## config.mk

```make
export PLATFORM = sky130hd
export DESIGN_NAME = uart_tx_cfg_flat
export DESIGN_NICKNAME = d
export VERILOG_FILES = /design/src/rtl/uart_pkg.sv /design/src/rtl/uart_tx_cfg_if.sv /design/src/rtl/uart_baud_tick.sv /design/src/rtl/uart_tx_cfg.sv /design/src/flat_wrapper.sv
export SDC_FILE = /design/constraint.sdc
export NUM_CORES = 1
export LEC_CHECK = 0
export CAP_MARGIN = 20
export CORE_ASPECT_RATIO = 1.5
export CORE_MARGIN = 5
export CORE_UTILIZATION = 35
export DETAILED_ROUTE_END_ITERATION = 12
export GPL_TIMING_DRIVEN = 0
export SETUP_SLACK_MARGIN = 0.05
export SLEW_MARGIN = 40
export SYNTH_ARGS = -nofsm -noshare
export SYNTH_HDL_FRONTEND = slang
export SYNTH_SLANG_ARGS = --single-unit
```

## constraint.sdc

```tcl
create_clock -name clk -period 3.55 [get_ports clk]
set_input_delay 0.355 -clock clk [delete_from_list [all_inputs] [get_ports clk]]
set_output_delay 0.355 -clock clk [all_outputs]
set_load 0.005 [all_outputs]
```

## src/rtl/uart_pkg.sv

```systemverilog
// rtl/uart_pkg.sv - shared UART constants, FSM encoding and baud divider helper
package uart_pkg;

    localparam int PAR_NONE = 0;
    localparam int PAR_ODD  = 1;
    localparam int PAR_EVEN = 2;

    localparam logic [2:0] ST_IDLE   = 3'd0;
    localparam logic [2:0] ST_START  = 3'd1;
    localparam logic [2:0] ST_DATA   = 3'd2;
    localparam logic [2:0] ST_PARITY = 3'd3;
    localparam logic [2:0] ST_STOP   = 3'd4;

    function automatic int clks_per_bit(input int clk_freq, input int baud);
        return clk_freq / baud;
    endfunction

endpackage

```

## src/rtl/uart_tx_cfg_if.sv

```systemverilog
// rtl/uart_tx_cfg_if.sv - word handshake and serial line bundle for uart_tx_cfg
interface uart_tx_cfg_if #(
    parameter int DATA_BITS = 8
);
    logic                 start;
    logic [DATA_BITS-1:0] data;
    logic                 tx;
    logic                 busy;
    logic                 done;

    modport master (output start, output data, input tx, input busy, input done);
    modport slave  (input start, input data, output tx, output busy, output done);
endinterface

```

## src/rtl/uart_baud_tick.sv

```systemverilog
// rtl/uart_baud_tick.sv - loadable bit-period down-counter, tick on terminal count
module uart_baud_tick #(
    parameter int CLKS_PER_BIT = 434
) (
    input  logic clk,
    input  logic rst_n,
    input  logic load_i,
    output logic tick_o
);
    localparam int CW = (CLKS_PER_BIT > 2) ? $clog2(CLKS_PER_BIT) : 1;

    logic [CW-1:0] cnt_q, cnt_d;

    // Holds at zero between loads so the period only starts on a bit boundary.
    always_comb begin
        cnt_d = cnt_q;
        if (load_i) begin
            cnt_d = CW'(CLKS_PER_BIT - 1);
        end else if (cnt_q != '0) begin
            cnt_d = cnt_q - 1'b1;
        end
    end

    always_ff @(posedge clk or negedge rst_n) begin
        if (!rst_n) begin
            cnt_q <= '0;
        end else begin
            cnt_q <= cnt_d;
        end
    end

    assign tick_o = (cnt_q == '0);
endmodule

```

## src/rtl/uart_tx_cfg.sv

```systemverilog
// rtl/uart_tx_cfg.sv - configurable UART transmitter; UART_TX_BREAK_EN adds brk line-break input
module uart_tx_cfg
    import uart_pkg::*;
#(
    parameter int CLK_FREQ  = 50_000_000,
    parameter int BAUD      = 115200,
    parameter int DATA_BITS = 8,
    parameter int PARITY    = 0,
    parameter int STOP_BITS = 1
) (
    input  logic          clk,
    input  logic          reset_n,
`ifdef UART_TX_BREAK_EN
    input  logic          brk,
`endif
    uart_tx_cfg_if.slave  bus
);
    localparam int CPB = clks_per_bit(CLK_FREQ, BAUD);

    if (DATA_BITS < 5 || DATA_BITS > 9 || PARITY < 0 || PARITY > 2 ||
        (STOP_BITS != 1 && STOP_BITS != 2) || CPB < 2) begin : g_bad_params
        $error("uart_tx_cfg: illegal parameter set");
    end

    logic brk_on;
`ifdef UART_TX_BREAK_EN
    assign brk_on = brk;
`else
    assign brk_on = 1'b0;
`endif

    logic [2:0]           state_q, state_d;
    logic [DATA_BITS-1:0] shreg_q, shreg_d;
    logic                 par_q, par_d;
    logic [3:0]           bit_idx_q, bit_idx_d;
    logic                 stop_idx_q, stop_idx_d;
    logic                 tx_q, tx_d;
    logic                 busy_q, busy_d;
    logic                 done_q, done_d;
    logic                 load_bit, tick_bit;

    uart_baud_tick #(.CLKS_PER_BIT(CPB)) u_baud (
        .clk    (clk),
        .rst_n  (reset_n),
        .load_i (load_bit),
        .tick_o (tick_bit)
    );

    // tx is registered and set up one edge ahead, so each bit's level lands on its boundary.
    always_comb begin
        state_d    = state_q;
        shreg_d    = shreg_q;
        par_d      = par_q;
        bit_idx_d  = bit_idx_q;
        stop_idx_d = stop_idx_q;
        tx_d       = tx_q;
        busy_d     = busy_q;
        done_d     = 1'b0;
        load_bit   = 1'b0;
        case (state_q)
            ST_IDLE: begin
                tx_d = !brk_on;
                if (bus.start && !brk_on) begin
                    shreg_d  = bus.data;
                    par_d    = ^bus.data;
                    state_d  = ST_START;
                    busy_d   = 1'b1;
                    tx_d     = 1'b0;
                    load_bit = 1'b1;
                end
            end
            ST_START: begin
                if (tick_bit) begin
                    state_d   = ST_DATA;
                    bit_idx_d = '0;
                    tx_d      = shreg_q[0];
                    shreg_d   = shreg_q >> 1;
                    load_bit  = 1'b1;
                end
            end
            ST_DATA: begin
                if (tick_bit) begin
                    load_bit = 1'b1;
                    if (bit_idx_q == 4'(DATA_BITS - 1)) begin
                        if (PARITY == PAR_NONE) begin
                            state_d    = ST_STOP;
                            stop_idx_d = 1'b0;
                            tx_d       = 1'b1;
                        end else begin
                            state_d = ST_PARITY;
                            tx_d    = (PARITY == PAR_EVEN) ? par_q : ~par_q;
                        end
                    end else begin
                        bit_idx_d = bit_idx_q + 4'd1;
                        tx_d      = shreg_q[0];
                        shreg_d   = shreg_q >> 1;
                    end
                end
            end
            ST_PARITY: begin
                if (tick_bit) begin
                    state_d    = ST_STOP;
                    stop_idx_d = 1'b0;
                    tx_d       = 1'b1;
                    load_bit   = 1'b1;
                end
            end
            ST_STOP: begin
                if (tick_bit) begin
                    if (stop_idx_q == 1'(STOP_BITS - 1)) begin
                        state_d = ST_IDLE;
                        busy_d  = 1'b0;
                        done_d  = 1'b1;
                        tx_d    = 1'b1;
                    end else begin
                        stop_idx_d = 1'b1;
                        load_bit   = 1'b1;
                    end
                end
            end
            default: begin
                state_d = ST_IDLE;
                busy_d  = 1'b0;
                tx_d    = 1'b1;
            end
        endcase
    end

    always_ff @(posedge clk or negedge reset_n) begin
        if (!reset_n) begin
            state_q    <= ST_IDLE;
            shreg_q    <= '0;
            par_q      <= 1'b0;
            bit_idx_q  <= '0;
            stop_idx_q <= 1'b0;
            tx_q       <= 1'b1;
            busy_q     <= 1'b0;
            done_q     <= 1'b0;
        end else begin
            state_q    <= state_d;
            shreg_q    <= shreg_d;
            par_q      <= par_d;
            bit_idx_q  <= bit_idx_d;
            stop_idx_q <= stop_idx_d;
            tx_q       <= tx_d;
            busy_q     <= busy_d;
            done_q     <= done_d;
        end
    end

    assign bus.tx   = tx_q;
    assign bus.busy = busy_q;
    assign bus.done = done_q;
endmodule

```

## src/flat_wrapper.sv

```systemverilog
// flat-port wrapper written by rule: the top's interface ports become plain ports
module uart_tx_cfg_flat import uart_pkg::*;
#(
    parameter int CLK_FREQ  = 50_000_000,
    parameter int BAUD      = 115200,
    parameter int DATA_BITS = 8,
    parameter int PARITY    = 0,
    parameter int STOP_BITS = 1
)
  (clk, reset_n, bus_start, bus_data, bus_tx, bus_busy, bus_done);
  uart_tx_cfg_if #(.DATA_BITS(DATA_BITS)) bus_i ();
  input  logic clk;
  input  logic reset_n;
  input wire logic [$bits(bus_i.start)-1:0] bus_start;
  input wire logic [$bits(bus_i.data)-1:0] bus_data;
  output wire logic [$bits(bus_i.tx)-1:0] bus_tx;
  output wire logic [$bits(bus_i.busy)-1:0] bus_busy;
  output wire logic [$bits(bus_i.done)-1:0] bus_done;
  assign bus_i.start = bus_start;
  assign bus_i.data = bus_data;
  assign bus_tx = bus_i.tx;
  assign bus_busy = bus_i.busy;
  assign bus_done = bus_i.done;
  uart_tx_cfg #(.CLK_FREQ(CLK_FREQ), .BAUD(BAUD), .DATA_BITS(DATA_BITS), .PARITY(PARITY), .STOP_BITS(STOP_BITS)) u_core (.clk(clk), .reset_n(reset_n), .bus(bus_i));
endmodule
```

==> flow_summary.rst, run 1 <==
.. list-table::
   :header-rows: 1

   * - Metric
     - Value
   * - Post-synthesis simple-gate area fraction
     - 0.2002
   * - Dominant synthesized flop cell
     - dfrtp_1
   * - Global-route wire length before repair
     - 5430 um
   * - Number of global-route vias before repair
     - 1232
   * - Post-CTS resize count
     - 0
   * - Net count after synthesis
     - 150
   * - Clock tree from TritonCTS
     - yes
   * - Post-synthesis cell type count
     - between 40 and 50
   * - Mapped Area
     - 0.001369 mm2
   * - Arrival time worst endpoint
     - 2.91 ns
   * - Worst R2R End
     - u_core.bit_idx_q[3]$_DFFE_PN0P_
   * - Post-CTS setup-driven buffer insertion count
     - 0
   * - Max-cap violations
     - 0
   * - GR Util All Layers
     - 0.1309
   * - Antenna fix cells
     - 0
   * - Half-perimeter wire length of the detailed placement result
     - around 2300 um
   * - Average cell area after synthesis
     - approximately 10 um2
   * - Crit end category
     - register
   * - Adder-cell share of the synthesized area
     - 0.01828
   * - Uppermost layer routed
     - met4
   * - Mux share of post-synthesis cell area
     - 0.008227
   * - DRC Markers
     - 0
   * - Count of cells along the worst register-to-register path
     - 8
   * - Wire length reported by the detailed router
     - roughly 3000 um
   * - Placement row count
     - 27
   * - Worst setup slack for register-to-register paths
     - 0.83 ns
   * - Power density normalized to cell area
     - around 470 mW/mm2
   * - Proportion of netlist area held by the largest area contributor
     - 0.4753
   * - Share of power burned in registers
     - 0.564
   * - Kind of cell adding the most delay to the critical path
     - simple AND/OR/NAND/NOR gates
   * - Fraction of final layout cells with drive strength greater than 1
     - 0.07792
   * - Initial cell density of the core
     - 0.3684
   * - Tightest Hold Check Type
     - in -> async
   * - Die ar.
     - 0.005287 mm2
   * - Violation count after the first detailed-routing iteration
     - 56
   * - Worst Path Max Fanout
     - 10
   * - Pin count of the biggest net entering global routing
     - 28
   * - Worst Path Class, Setup
     - reg -> reg
   * - Cells along the critical path
     - inv_1 > ha_1 > or4b_1 > buf_2 > or4_4 > buf_6 > or4b_1 > a22oi_1
   * - Die H
     - 86.59 um
   * - Most area-hungry cell type in the Yosys netlist
     - dfrtp_1
   * - Sw Ratio
     - 0.2947
   * - I/O pin count
     - 14
   * - Worst relative slew slack
     - 0.5376
   * - Growth of design area from synthesis to finish
     - 16.36%
   * - Ys async rst share
     - 1.000
   * - Switching pwr
     - roughly 220 uW
   * - Reg-to-Reg Start
     - u_core.u_baud.cnt_q[0]$_DFFE_PN0P_
   * - Number of buffers and inverters on the critical path
     - 3
   * - Upper clock frequency limit
     - about 370 MHz
   * - Synthesized instance count
     - about 140
   * - Buffers added on ports
     - 13
   * - Final Wtd Congestion
     - 0.8086
   * - Routed wirelength normalized by instance count
     - 15.25 um
   * - Startpoint Class
     - register
   * - Root Buffer
     - clkbuf_8
   * - Yosys reg bits
     - 27
   * - Number of warning messages in the yosys log
     - 0
   * - Sequential cell area fraction in the yosys report
     - 0.4945
   * - Worst Hold Margin
     - 0.08547 ns
   * - Overflow after GRT
     - 0
   * - Ranking of synthesized cells by area
     - dfrtp_1 (48%), a2bb2oi_1 (4.5%), o21ai_0 (3.7%), o22ai_1 (3.2%), nand2_1 (2.7%)
   * - Antenna violations before repair
     - 0
   * - Final period utilization
     - 0.7658
   * - Actual transition at the worst max-transition pin
     - around 0.69 ns
   * - CTS Sinks
     - 27
   * - Detail Route met2 WL
     - 1559 um
   * - Routed via count
     - about 1100
   * - Leakage power of the design
     - about 0.00064 uW
   * - Met3 routed wirelength
     - around 85 um
   * - Vias per inst
     - 5.645
   * - Final #Nets
     - approximately 170
   * - Number of endpoints failing setup at the final stage
     - 0
   * - Library cell appearing most often on the critical path
     - or4b_1
   * - Width of the chip
     - 61.06 um
   * - Number of enable-type register cells in the synthesized netlist
     - 0
   * - Dominant combinational cell family by area after synthesis
     - compound AO/OA/AOI/OAI gates
   * - Power share of the combinational group
     - 0.202
   * - Internal power component
     - 528.6 uW
   * - Slowest Stage Delay on Critical Path
     - between 0.5 and 0.6 ns
   * - CTS Buf Count
     - 3
   * - Xor/xnor cell area share of the yosys netlist
     - 0.03839
   * - Maximum root-to-sink buffer count
     - 2
   * - Count of fill cells added during filler insertion
     - about 370
   * - Post-route met1 wirelength
     - 1305 um
   * - Final-report hold violation count
     - 0
   * - Worst path slowest cell
     - or4_4
   * - Worst Path Required
     - 3.74 ns
   * - Clock power frac
     - 0.235
   * - Area of the placeable core
     - 0.003716 mm2
   * - CTS H-tree lvls
     - 1
   * - Number of nets still failing antenna checks after routing
     - 0
   * - Final period demand of the worst path
     - 2.718 ns
   * - Setup_tns
     - 0 ns
   * - Share of the synthesized area in compound gates (AO/OA/AOI/OAI)
     - 0.2066
   * - Max Transition Viols Final
     - 0
   * - CTS Hold Bufs
     - 0
   * - Clock input transition at the sequential cells of the worst setup and hold paths
     - 0.09 ns
   * - Drt pass-1 iters
     - 4
   * - Latest clock arrival within the worst-skew pair
     - 0.27 ns
   * - Post-Route Skew
     - 0.002741 ns
   * - Worst vdd rail ir drop
     - 0.2881 mV
   * - Setup repair after global routing missed its margin
     - no
   * - Status
     - finished clean
## flip-flops by register name (all words and copies together) (netlist names)
register,count
u_core.bus.done,1
u_core.bus.tx,1
u_core.u_baud.cnt_q,9
u_core.bit_idx_q,4
u_core.shreg_q,8
u_core.bus.busy,1
u_core.state_q,3
## power by group through the flow
stage / logic (uW) / clock network (uW) / registers [uW]
after floorplan: 114 / 0 / 411
after global placement: 147 / 0 / 422
after detailed placement: 152 / 0 / 427
after CTS: 153 / 184 / 421
after global routing: 179 / 194 / 431
final: 151 / 176 / 422
## cells by family (layout without fill, tap and decap cells)
| group | Yosys count | after routing |
|---|---|---|
| fa+ha+maj | 2 | 2 |
| compound gates | 42 | 42 |
| xor+xnor | 6 | 6 |
| buf+inv | 10 | 27 |
| flops | 27 | 27 |
| mux | 1 | 1 |
| simple gates | 49 | 49 |
## worst max-delay path by stage
stage | start | end | slack, ns | cells past startpoint
4_1_cts | u_core.u_baud.cnt_q[0]$_DFFE_PN0P_ | u_core.bit_idx_q[3]$_DFFE_PN0P_ | 0.83 | 8
3_3_place_gp | u_core.u_baud.cnt_q[0]$_DFFE_PN0P_ | u_core.bit_idx_q[3]$_DFFE_PN0P_ | 0.87 | 8
6_report | u_core.u_baud.cnt_q[0]$_DFFE_PN0P_ | u_core.bit_idx_q[3]$_DFFE_PN0P_ | 0.83 | 8
3_5_place_dp | u_core.u_baud.cnt_q[0]$_DFFE_PN0P_ | u_core.bit_idx_q[3]$_DFFE_PN0P_ | 0.87 | 8
5_1_grt | u_core.u_baud.cnt_q[0]$_DFFE_PN0P_ | u_core.bit_idx_q[3]$_DFFE_PN0P_ | 0.69 | 8
2_1_floorplan | u_core.u_baud.cnt_q[0]$_DFFE_PN0P_ | u_core.bit_idx_q[3]$_DFFE_PN0P_ | 0.99 | 8
## cell usage in the layout, fill, tap and decap left out, types with 3 or more instances in the layout
cell type,synthesis,final
clkbuf_8,0,3
nor2_1,10,10
a2bb2oi_1,7,7
o22ai_1,7,7
xnor2_1,4,4
clkbuf_1,3,4
dfrtp_1,26,26
nand2_1,10,10
nand3_1,3,3
o21ai_0,10,10
inv_1,5,5
clkdlybuf4s50_1,0,12
a21oi_1,5,5
or2_2,3,3
nor3_1,4,4
## layer usage
metal | track usage | vias up
met1 | 0.1617 | 542
met5 | 0 | -
met2 | 0.2254 | 19
met3 | 0.02086 | 6
li1 | - | 545
met4 | 0.04142 | 0
## through the flow
| stage | util | worst slack [ns] | std cells | cell area [um2] | total power [uW] |
|---|---|---|---|---|---|
| finish | 0.4286 | 0.8316 | 197 | 1593 | 749.4 |
| global route | 0.4286 | 0.6902 | 197 | 1593 | 804.3 |
| CTS | 0.4286 | 0.8330 | 197 | 1593 | 758.1 |
| detailed placement | 0.4165 | 0.8702 | 193 | 1548 | 579.4 |
| global placement | 0.4178 | 0.8680 | 193 | 1553 | 568.5 |
| floorplan | - | 0.9939 | 137 | 1369 | 524.4 |
## cells in the mapped netlist, types with 2 or more instances
library cell and n:
nor2_1 10, o31ai_1 2, nor3_1 4, xnor2_1 4, xor2_1 2, inv_1 5
nor3b_1 2, dfrtp_1 26, and3_1 2, nand2_1 10, or2_2 3, nand2b_1 2
o22ai_1 7, nor4_1 2, a2bb2oi_1 7, ha_1 2, a21oi_1 5, nand3_1 3
or4_1 2, clkbuf_1 3, o21ai_0 10, or4b_1 2
## layout make-up
cell class / instances / area (um2) / share of cell area
sequential: 27 / 676.9 / 0.4250
multi-input combinational: 100 / 645.6 / 0.4053
timing repair buffer: 13 / 125.1 / 0.07855
tap: 43 / 53.80 / 0.03378
clock buffer: 4 / 45.04 / 0.02828
buffer: 5 / 27.53 / 0.01728
inverter: 5 / 18.77 / 0.01178
Power figures use the tool's default switching activity.
==> run 2: changes to the inputs <==
Clock period 3.55 ns to 2.5 ns, I/O delays scaled along.
==> run 2 against run 1 <==
  * Sequential power up 42%
  * Cell count rose by 2.5%
  * Critical endpoint unchanged
  * Highest routed layer unchanged
  * Utilization increased by 2.1 points
  * Worst setup slack got worse by 0.74 ns
  * Count of clock-buffer cells in the layout did not move
==> flow_summary.rst, run 2 (synthesis results as in run 1) <==
.. list-table::
   :header-rows: 1

   * - Metric
     - Value
   * - Worst path slowest cell
     - or4_4
   * - Die H
     - 86.59 um
   * - Number of flip-flops in the largest register
     - 9
   * - Final #Nets
     - 173
   * - Count of cells along the worst register-to-register path
     - 7
   * - Uppermost layer routed
     - met4
   * - Post-Route Skew
     - 0.001981 ns
   * - Met3 routed wirelength
     - 95 um
   * - Number of nets still failing antenna checks after routing
     - 0
   * - Max Transition Viols Final
     - 0
   * - Post-route met1 wirelength
     - 1283 um
   * - Worst Path Class, Setup
     - reg -> reg
   * - Worst vdd rail ir drop
     - 0.3679 mV
   * - Top library cells by usage in the layout, fill and taps aside
     - dfrtp_1 (26), clkdlybuf4s50_1 (12), nand2_1 (10), o21ai_0 (10), nor2_1 (9)
   * - Area of the placeable core
     - between 0.003 and 0.004 mm2
   * - Upper clock frequency limit
     - 415.8 MHz
   * - Die ar.
     - between 0.005 and 0.006 mm2
   * - Crit end category
     - register
   * - Leakage power of the design
     - between 0.0006 and 0.0007 uW
   * - Final-report hold violation count
     - 0
   * - Number of global-route vias before repair
     - 1275
   * - Worst relative slew slack
     - 0.5509
   * - Power density normalized to cell area
     - 659.3 mW/mm2
   * - Count of fill cells added during filler insertion
     - between 300 and 400
   * - Root Buffer
     - clkbuf_8
   * - Pin count of the biggest net entering global routing
     - 28
   * - Vias per inst
     - 5.757
   * - Tightest Hold Check Type
     - in -> async
   * - Arrival time worst endpoint
     - 2.61 ns
   * - Worst Hold Margin
     - ~0.50 ns
   * - CTS H-tree lvls
     - 1
   * - Clock tree from TritonCTS
     - yes
   * - Utilization after layout
     - 0.4495
   * - Worst R2R End
     - u_core.bit_idx_q[3]$_DFFE_PN0P_
   * - I/O pin count
     - 14
   * - Worst Path Max Fanout
     - 4
   * - Most frequent standard cell in the layout excluding fill and tap cells
     - dfrtp_1
   * - Wire length reported by the detailed router
     - approximately 3300 um
   * - Reg-to-Reg Start
     - u_core.u_baud.cnt_q[0]$_DFFE_PN0P_
   * - Placement row count
     - 27
   * - Largest regs
     - u_core.u_baud.cnt_q x9, u_core.shreg_q x8, u_core.bit_idx_q x4
   * - Kind of cell adding the most delay to the critical path
     - simple AND/OR/NAND/NOR gates
   * - Final Wtd Congestion
     - around 0.82
   * - Global-route wire length before repair
     - 5761 um
   * - Status
     - finished clean
   * - Clock input transition at the sequential cells of the worst setup and hold paths
     - 0.09 ns
   * - Final period utilization
     - 0.9620
   * - Library cell appearing most often on the critical path
     - or4b_4
   * - Violation count after the first detailed-routing iteration
     - 66
   * - DRC Markers
     - 0
   * - Fraction of final layout cells with drive strength greater than 1
     - 0.1572
   * - Initial cell density of the core
     - 0.3684
   * - Final period demand of the worst path
     - 2.405 ns
   * - Width of the chip
     - 61.06 um
   * - Growth of design area from synthesis to finish
     - 22.03%
   * - Slowest Stage Delay on Critical Path
     - 0.50 ns
   * - Startpoint Class
     - register
   * - Actual transition at the worst max-transition pin
     - between 0.6 and 0.7 ns
   * - Routed via count
     - ~1200
   * - Max-cap violations
     - 0
   * - Register with the highest flop count
     - u_core.u_baud.cnt_q
   * - Number of endpoints failing setup at the final stage
     - 0
   * - Detail Route met2 WL
     - 1865 um
   * - Overflow after GRT
     - 0
   * - CTS Buf Count
     - 3
   * - Routed wirelength normalized by instance count
     - 16.34 um
   * - Setup repair after global routing missed its margin
     - yes
   * - GR Util All Layers
     - 0.1424
   * - Half-perimeter wire length of the detailed placement result
     - 2434 um
   * - Number of buffers and inverters on the critical path
     - 2
   * - Drt pass-1 iters
     - 4
   * - Latest clock arrival within the worst-skew pair
     - 0.28 ns
   * - Buffers added on ports
     - 13
   * - CTS Sinks
     - 27
   * - Cells along the critical path
     - inv_2 > ha_4 > or4b_4 > or4_4 > buf_6 > or4b_4 > a22oi_2
   * - Antenna violations before repair
     - 0
   * - Setup_tns
     - 0 ns
   * - Worst Path Required
     - 2.70 ns
   * - Maximum root-to-sink buffer count
     - 2
   * - Worst setup slack for register-to-register paths
     - 0.09 ns
   * - Antenna fix cells
     - 0
## run 2: what timing repair did
action | 4_1_cts | 5_1_grt
gates resized for setup | 0 | 5
endpoints found under the hold margin | 14 | 0
hold buffers | 1 | 0
pin swaps | 1 | 1
setup endpoints to repair | 1 | 9
buffers inserted | 5 | 0
## run 2: through the flow
step | power, uW | cells | setup slack (ns) | cell area, um2
final | 1101 | 202 | 0.09488 | 1670
after global placement | 826.8 | 193 | -0.02627 | 1575
after detailed placement | 846.9 | 193 | -0.05430 | 1570
after global routing | 1171 | 202 | 0.03317 | 1670
after CTS | 1104 | 202 | 0.08505 | 1652
after floorplan | 762.4 | 137 | 0.05416 | 1391
## run 2: routing by layer
| metal | track usage | vias up |
|---|---|---|
| met4 | 0.05720 | 0 |
| met1 | 0.1531 | 581 |
| met3 | 0.02534 | 5 |
| met5 | 0 | - |
| li1 | - | 557 |
| met2 | 0.2611 | 20 |
## run 2: worst max-delay path by stage
| stage | from | to | slack (ns) | depth (start not counted) |
|---|---|---|---|---|
| final | u_core.u_baud.cnt_q[0]$_DFFE_PN0P_ | u_core.bit_idx_q[3]$_DFFE_PN0P_ | 0.09 | 7 |
| after global routing | u_core.u_baud.cnt_q[0]$_DFFE_PN0P_ | u_core.bit_idx_q[3]$_DFFE_PN0P_ | 0.03 | 7 |
| after CTS | u_core.u_baud.cnt_q[5]$_DFFE_PN0P_ | u_core.bit_idx_q[3]$_DFFE_PN0P_ | 0.09 | 5 |
| after detailed placement | u_core.u_baud.cnt_q[0]$_DFFE_PN0P_ | u_core.bit_idx_q[3]$_DFFE_PN0P_ | -0.05 | 8 |
| after global placement | u_core.u_baud.cnt_q[0]$_DFFE_PN0P_ | u_core.bit_idx_q[3]$_DFFE_PN0P_ | -0.03 | 8 |
| after floorplan | u_core.u_baud.cnt_q[1]$_DFFE_PN0P_ | u_core.bit_idx_q[3]$_DFFE_PN0P_ | 0.05 | 8 |
## run 2: power by group
part / internal, uW / switching [uW] / leakage, uW
logic: 136 / 112 / 0.000311
registers: 519 / 82.4 / 0.000332
clock network: 115 / 138 / 0.0000228
## run 2: area by class of cell
type                       count  area, um2  share of cell area
multi-input combinational    100      680.7              0.4075
sequential                    27      676.9              0.4052
timing repair buffer          19      172.7              0.1034
tap                           43      53.80             0.03221
clock buffer                   4      45.04             0.02697
buffer                         4      22.52             0.01348
inverter                       5      18.77             0.01124
==> run 3: changes to the inputs <==
Settings changed: CTS_CLUSTER_SIZE set to 24.
==> results of run 3 <==
Final layout, timing and power as in run 2 (identical DEF).
==> patch 1, RTL diff (config.mk and constraints of run 2) <==
`BAUD` is set to 115200 in 2 places; all go to 230400.
--- a/src/rtl/uart_tx_cfg.sv
+++ b/src/rtl/uart_tx_cfg.sv
@@ -3,7 +3,7 @@
     import uart_pkg::*;
 #(
     parameter int CLK_FREQ  = 50_000_000,
-    parameter int BAUD      = 115200,
+    parameter int BAUD      = 230400,
     parameter int DATA_BITS = 8,
     parameter int PARITY    = 0,
     parameter int STOP_BITS = 1
--- a/src/flat_wrapper.sv
+++ b/src/flat_wrapper.sv
@@ -2,7 +2,7 @@
 module uart_tx_cfg_flat import uart_pkg::*;
 #(
     parameter int CLK_FREQ  = 50_000_000,
-    parameter int BAUD      = 115200,
+    parameter int BAUD      = 230400,
     parameter int DATA_BITS = 8,
     parameter int PARITY    = 0,
     parameter int STOP_BITS = 1
Check against the original RTL: no difference found for any inputs over 10 cycles, from zero or initial values and one cycle with reset_n low; that may be too few to reach the edited logic, so the function may still have changed.
==> patch 1 against run 2 <==
Setup slack improved by 0.18 ns. Synthesized area rose by 6.0%. Final cell count fell by 0.99%. Design area rose by 2.6%. Sequential share of layout area fell by 2.5 points. Sequential cell count fell by 1. Maximum frequency rose by 7.8%. Clock skew barely moved. Wire length fell by 12%. Count of clock-buffer cells in the layout fell by 1. Critical path type unchanged. Largest cell class unchanged.
Power is not compared: it rests on default switching activity, and its combinational part moved more than twofold at a synthesized area within 25%.
==> patch 1: results (changes against run 2) <==
status finished, final reports clean; NonClk Buf Share 9.12% (-2.6 points); global-route wire length before repair 5130 um (-11%); Mapped Nets 151 (+0.67%); DP Wirelength 2190 um (-10%); Critical R2R Capture u_core.shreg_q[0]; postcts setup bufs 0 (-5); Clock-cell share 4.16% (+1.5 points); first-iteration detailed-routing DRC count 21 (-68%); Largest regs u_core.shreg_q: 8 flops, u_core.u_baud.cnt_q: 8 flops, u_core.bit_idx_q: 4 flops; fraction of layout instances using a drive strength above 1 23.2% (+7.5 points); top cells by area, synth dfrtp_1 (43%), mux2_2 (11%), ha_1 (2.6%); Layout Skew 0.00190 ns (-0.0000846 ns); largest net degree at the start of global routing 27 (-3.6%); Crit Path Max Fanout 9 (+5); FF+latch count, synth 26 (-3.7%); Total Nets Final 170 (-1.7%); tap cells 45 (+4.7%); Post-Route WL 2920 um (-12%); Layout fillers 404 (+7.7%); multi-input gates 99 (-1.0%); via count of the first global-routing pass 1165 (-8.6%); most instantiated cells after synthesis dfrtp_1 (25), mux2_2 (14), nor2_1 (10), nand2_1 (9); R2R Setup Slk 0.27 ns (+0.18 ns); fin cells 200 (-0.99%)
-- patch 1: cell count changes after synthesis, sizes merged, moves of 3 or more --
cell / change
a21oi: +3
a2bb2oi: -7
a31oi: +3
mux2: +13
o21ai: -4
o22ai: -7
-- patch 1: routing by layer --
layer	track usage, %	wire length (um)	vias up
li1	-	-	530
met1	12.0	1230	528
met2	22.3	1540	19
met3	2.16	103	6
met4	4.83	48	0
met5	0	0	-
-- patch 1: how the worst max path moves through the flow --
stage,startpoint,to,slack (ns),cells after the start
floorplan,u_core.u_baud.cnt_q[0],u_core.shreg_q[0],0.60,6
global placement,u_core.u_baud.cnt_q[0],u_core.shreg_q[6],0.30,6
detailed placement,u_core.u_baud.cnt_q[0],u_core.shreg_q[3],0.27,6
CTS,u_core.u_baud.cnt_q[0],u_core.shreg_q[3],0.25,6
global route,u_core.u_baud.cnt_q[0],u_core.shreg_q[0],0.14,6
finish,u_core.u_baud.cnt_q[0],u_core.shreg_q[0],0.27,6
-- patch 1: kinds of logic (layout without fill, tap and decap cells) --
logic type | Yosys count | after routing | synth area share, %
muxes | 15 | 15 | 11.6
adders and majority gates | 3 | 3 | 2.59
DFF | 26 | 26 | 44.9
buffers and inverters | 12 | 30 | 3.28
and+or+nand+nor | 48 | 48 | 21.1
AOI/OAI and AO/OA | 29 | 29 | 14.1
xor gates and xnor gates | 4 | 4 | 2.41
-- patch 1: metrics by stage --
stage	util [%]	total power, mW
5_1_grt	42.9	1.90
3_3_place_gp	41.0	1.39
4_1_cts	42.9	1.78
6_report	42.9	1.76
3_5_place_dp	40.9	1.42
2_1_floorplan	-	1.24
-- patch 1: critical path, cell delays in order (launching register included) --
cell and delay (ns):
dfrtp_1 0.41, inv_1 0.13, ha_1 0.20, nor4b_4 0.42
nand2_2 0.26, a21oi_4 0.32, mux2_2 0.37
==> patch 2, RTL diff (flow settings as in run 2) <==
Without the edit above. Make the reset (`reset_n` and `rst_n`) synchronous in 2 clocked blocks.
--- a/src/rtl/uart_baud_tick.sv
+++ b/src/rtl/uart_baud_tick.sv
@@ -21,7 +21,7 @@
         end
     end
 
-    always_ff @(posedge clk or negedge rst_n) begin
+    always_ff @(posedge clk) begin
         if (!rst_n) begin
             cnt_q <= '0;
         end else begin
--- a/src/rtl/uart_tx_cfg.sv
+++ b/src/rtl/uart_tx_cfg.sv
@@ -126,7 +126,7 @@
         endcase
     end
 
-    always_ff @(posedge clk or negedge reset_n) begin
+    always_ff @(posedge clk) begin
         if (!reset_n) begin
             state_q    <= ST_IDLE;
             shreg_q    <= '0;
Function: differs if reset_n is asserted again (counterexample within 4 cycles, from zero or initial values and one cycle with reset_n low); with reset_n held inactive, the same outputs for 10 cycles.
==> patch 2 against run 2 <==
Wire length up 1.8%. Total power up 11%. Synthesized area up 3.5%. Setup slack better by 0.21 ns. Sequential cell count unchanged. Design area down 1.7%. Largest power group unchanged. Count of clock-buffer cells in the layout down 1. Sequential share of layout area down 7.6 points. Critical path type unchanged.
==> patch 2: results (changes against run 2) <==
sequential element share of the synthesized area 38.2% (-11 points); Main synth FF type dfxtp_1; met3 Use GR 1.47% (-1.1 points); Post-Route WL 3360 um (+1.8%); Port Buffers 12 (-1); Crit Path Max Fanout 7 (+3); Total Nets Final 192 (+11%); maximum vdd drop 0.000437 V (+19%); Post-Syn Instances 162 (+18%); Via density 5.79 (+0.63%); GRT Util Overall 14.1% (-0.097 points); top cells by area, synth dfxtp_1 (38%), o21ai_0 (5.3%), a2bb2oi_1 (4.3%); Layout Skew 0.00886 ns (+0.00688 ns); most instantiated cells after synthesis dfxtp_1 (27), o21ai_0 (15), a21oi_1 (12), clkbuf_1 (9), inv_1 (9); Placed Cells 219 (+13%); cell area after synthesis 1420 um^2 (+3.5%); status finished, final reports clean; R2R cell count 6 (-1); Yosys cell types 41 (-6.8%); worst relative slew slack 57.6% (+2.5 points); first-iteration detailed-routing DRC count 87 (+32%); drt first pass iters 4 (unchanged); clock transition at the registers of the reported paths 0.10 ns; fraction of layout instances using a drive strength above 1 6.74% (-9.0 points); WL/cell 15.1 um (-7.8%); ys async rst share 0% (-100 points); DP Wirelength 2560 um (+5.0%); M2 GR Usage 24.8% (-1.3 points); Mapped Nets 175 (+17%); largest net degree at the start of global routing 17 (-39%); sw frac 34.4% (+4.2 points); via count of the first global-routing pass 1343 (+5.3%); Largest regs u_core.u_baud.cnt_q: 9 flops, u_core.shreg_q: 8 flops, u_core.bit_idx_q: 4 flops
-- patch 2: cell count changes after synthesis, sizes merged, moves of 4 or more --
cell,change
a21oi,+7
and3,+5
clkbuf,+6
dfrtp,-26
dfxtp,+27
inv,+4
nand2,-4
nor3,-4
o211ai,+7
o21ai,+5
o22ai,-5
-- patch 2: final cells by class --
| type | count | area [um^2] |
|---|---|---|
| clock buffers | 3 | 41.3 |
| multi-input cells | 114 | 793 |
| flip-flops and latches | 27 | 541 |
| fillers | 403 | 2280 |
| repair buffers | 12 | 120 |
| plain buffers | 12 | 48.8 |
| inverters | 9 | 33.8 |
| well taps | 45 | 56.3 |
| clock inverters | 1 | 7.51 |
-- patch 2: per-layer routing --
metal	share of wire, %	up-vias
met2	51	17
met3	1.9	7
met4	2.1	0
li1	-	643
met5	0	-
met1	45	625
-- patch 2: final timing paths --
path,startpoint,end
setup / recovery,u_core.u_baud.cnt_q[0],u_core.shreg_q[2]
hold reg to reg,u_core.bus.busy,u_core.bus.busy
setup reg to reg,u_core.u_baud.cnt_q[0],u_core.shreg_q[2]
hold / removal,reset_n,u_core.shreg_q[1]
-- patch 2: critical path, cell delays in order, from the launching register on --
cell	delay (ns)
dfxtp_1	0.33
inv_1	0.10
ha_1	0.20
nor4b_2	0.43
nand4_2	0.27
a21oi_1	0.58
a2bb2oi_1	0.20
-- patch 2: cells by family after synthesis --
| logic type | Yosys count | synth area share (%) |
|---|---|---|
| AOI/OAI and AO/OA | 58 | 26.9 |
| and+or+nand+nor | 46 | 21.7 |
| DFF | 27 | 38.2 |
| buffers and inverters | 21 | 5.83 |
| xor gates and xnor gates | 6 | 4.24 |
| muxes | 2 | 1.41 |
| adders and majority gates | 2 | 1.77 |
-- patch 2: power by group through the flow --
stage | logic (mW) | registers, mW | clock network, mW
floorplan | 0.301 | 0.559 | 0
global placement | 0.386 | 0.569 | 0
detailed placement | 0.395 | 0.576 | 0
CTS | 0.399 | 0.566 | 0.266
global route | 0.443 | 0.577 | 0.281
finish | 0.396 | 0.566 | 0.260
-- patch 2: per-stage QoR --
step / setup WS, ns / total power [mW] / cell area [um^2] / hold slack, ns
2_1_floorplan: 0.750 / 0.861 / 1420 / 0.420
3_3_place_gp: 0.384 / 0.955 / 1590 / 0.450
3_5_place_dp: 0.286 / 0.972 / 1590 / 0.467
4_1_cts: 0.260 / 1.23 / 1640 / 0.356
5_1_grt: 0.0518 / 1.30 / 1640 / 0.402
6_report: 0.305 / 1.22 / 1640 / 0.367
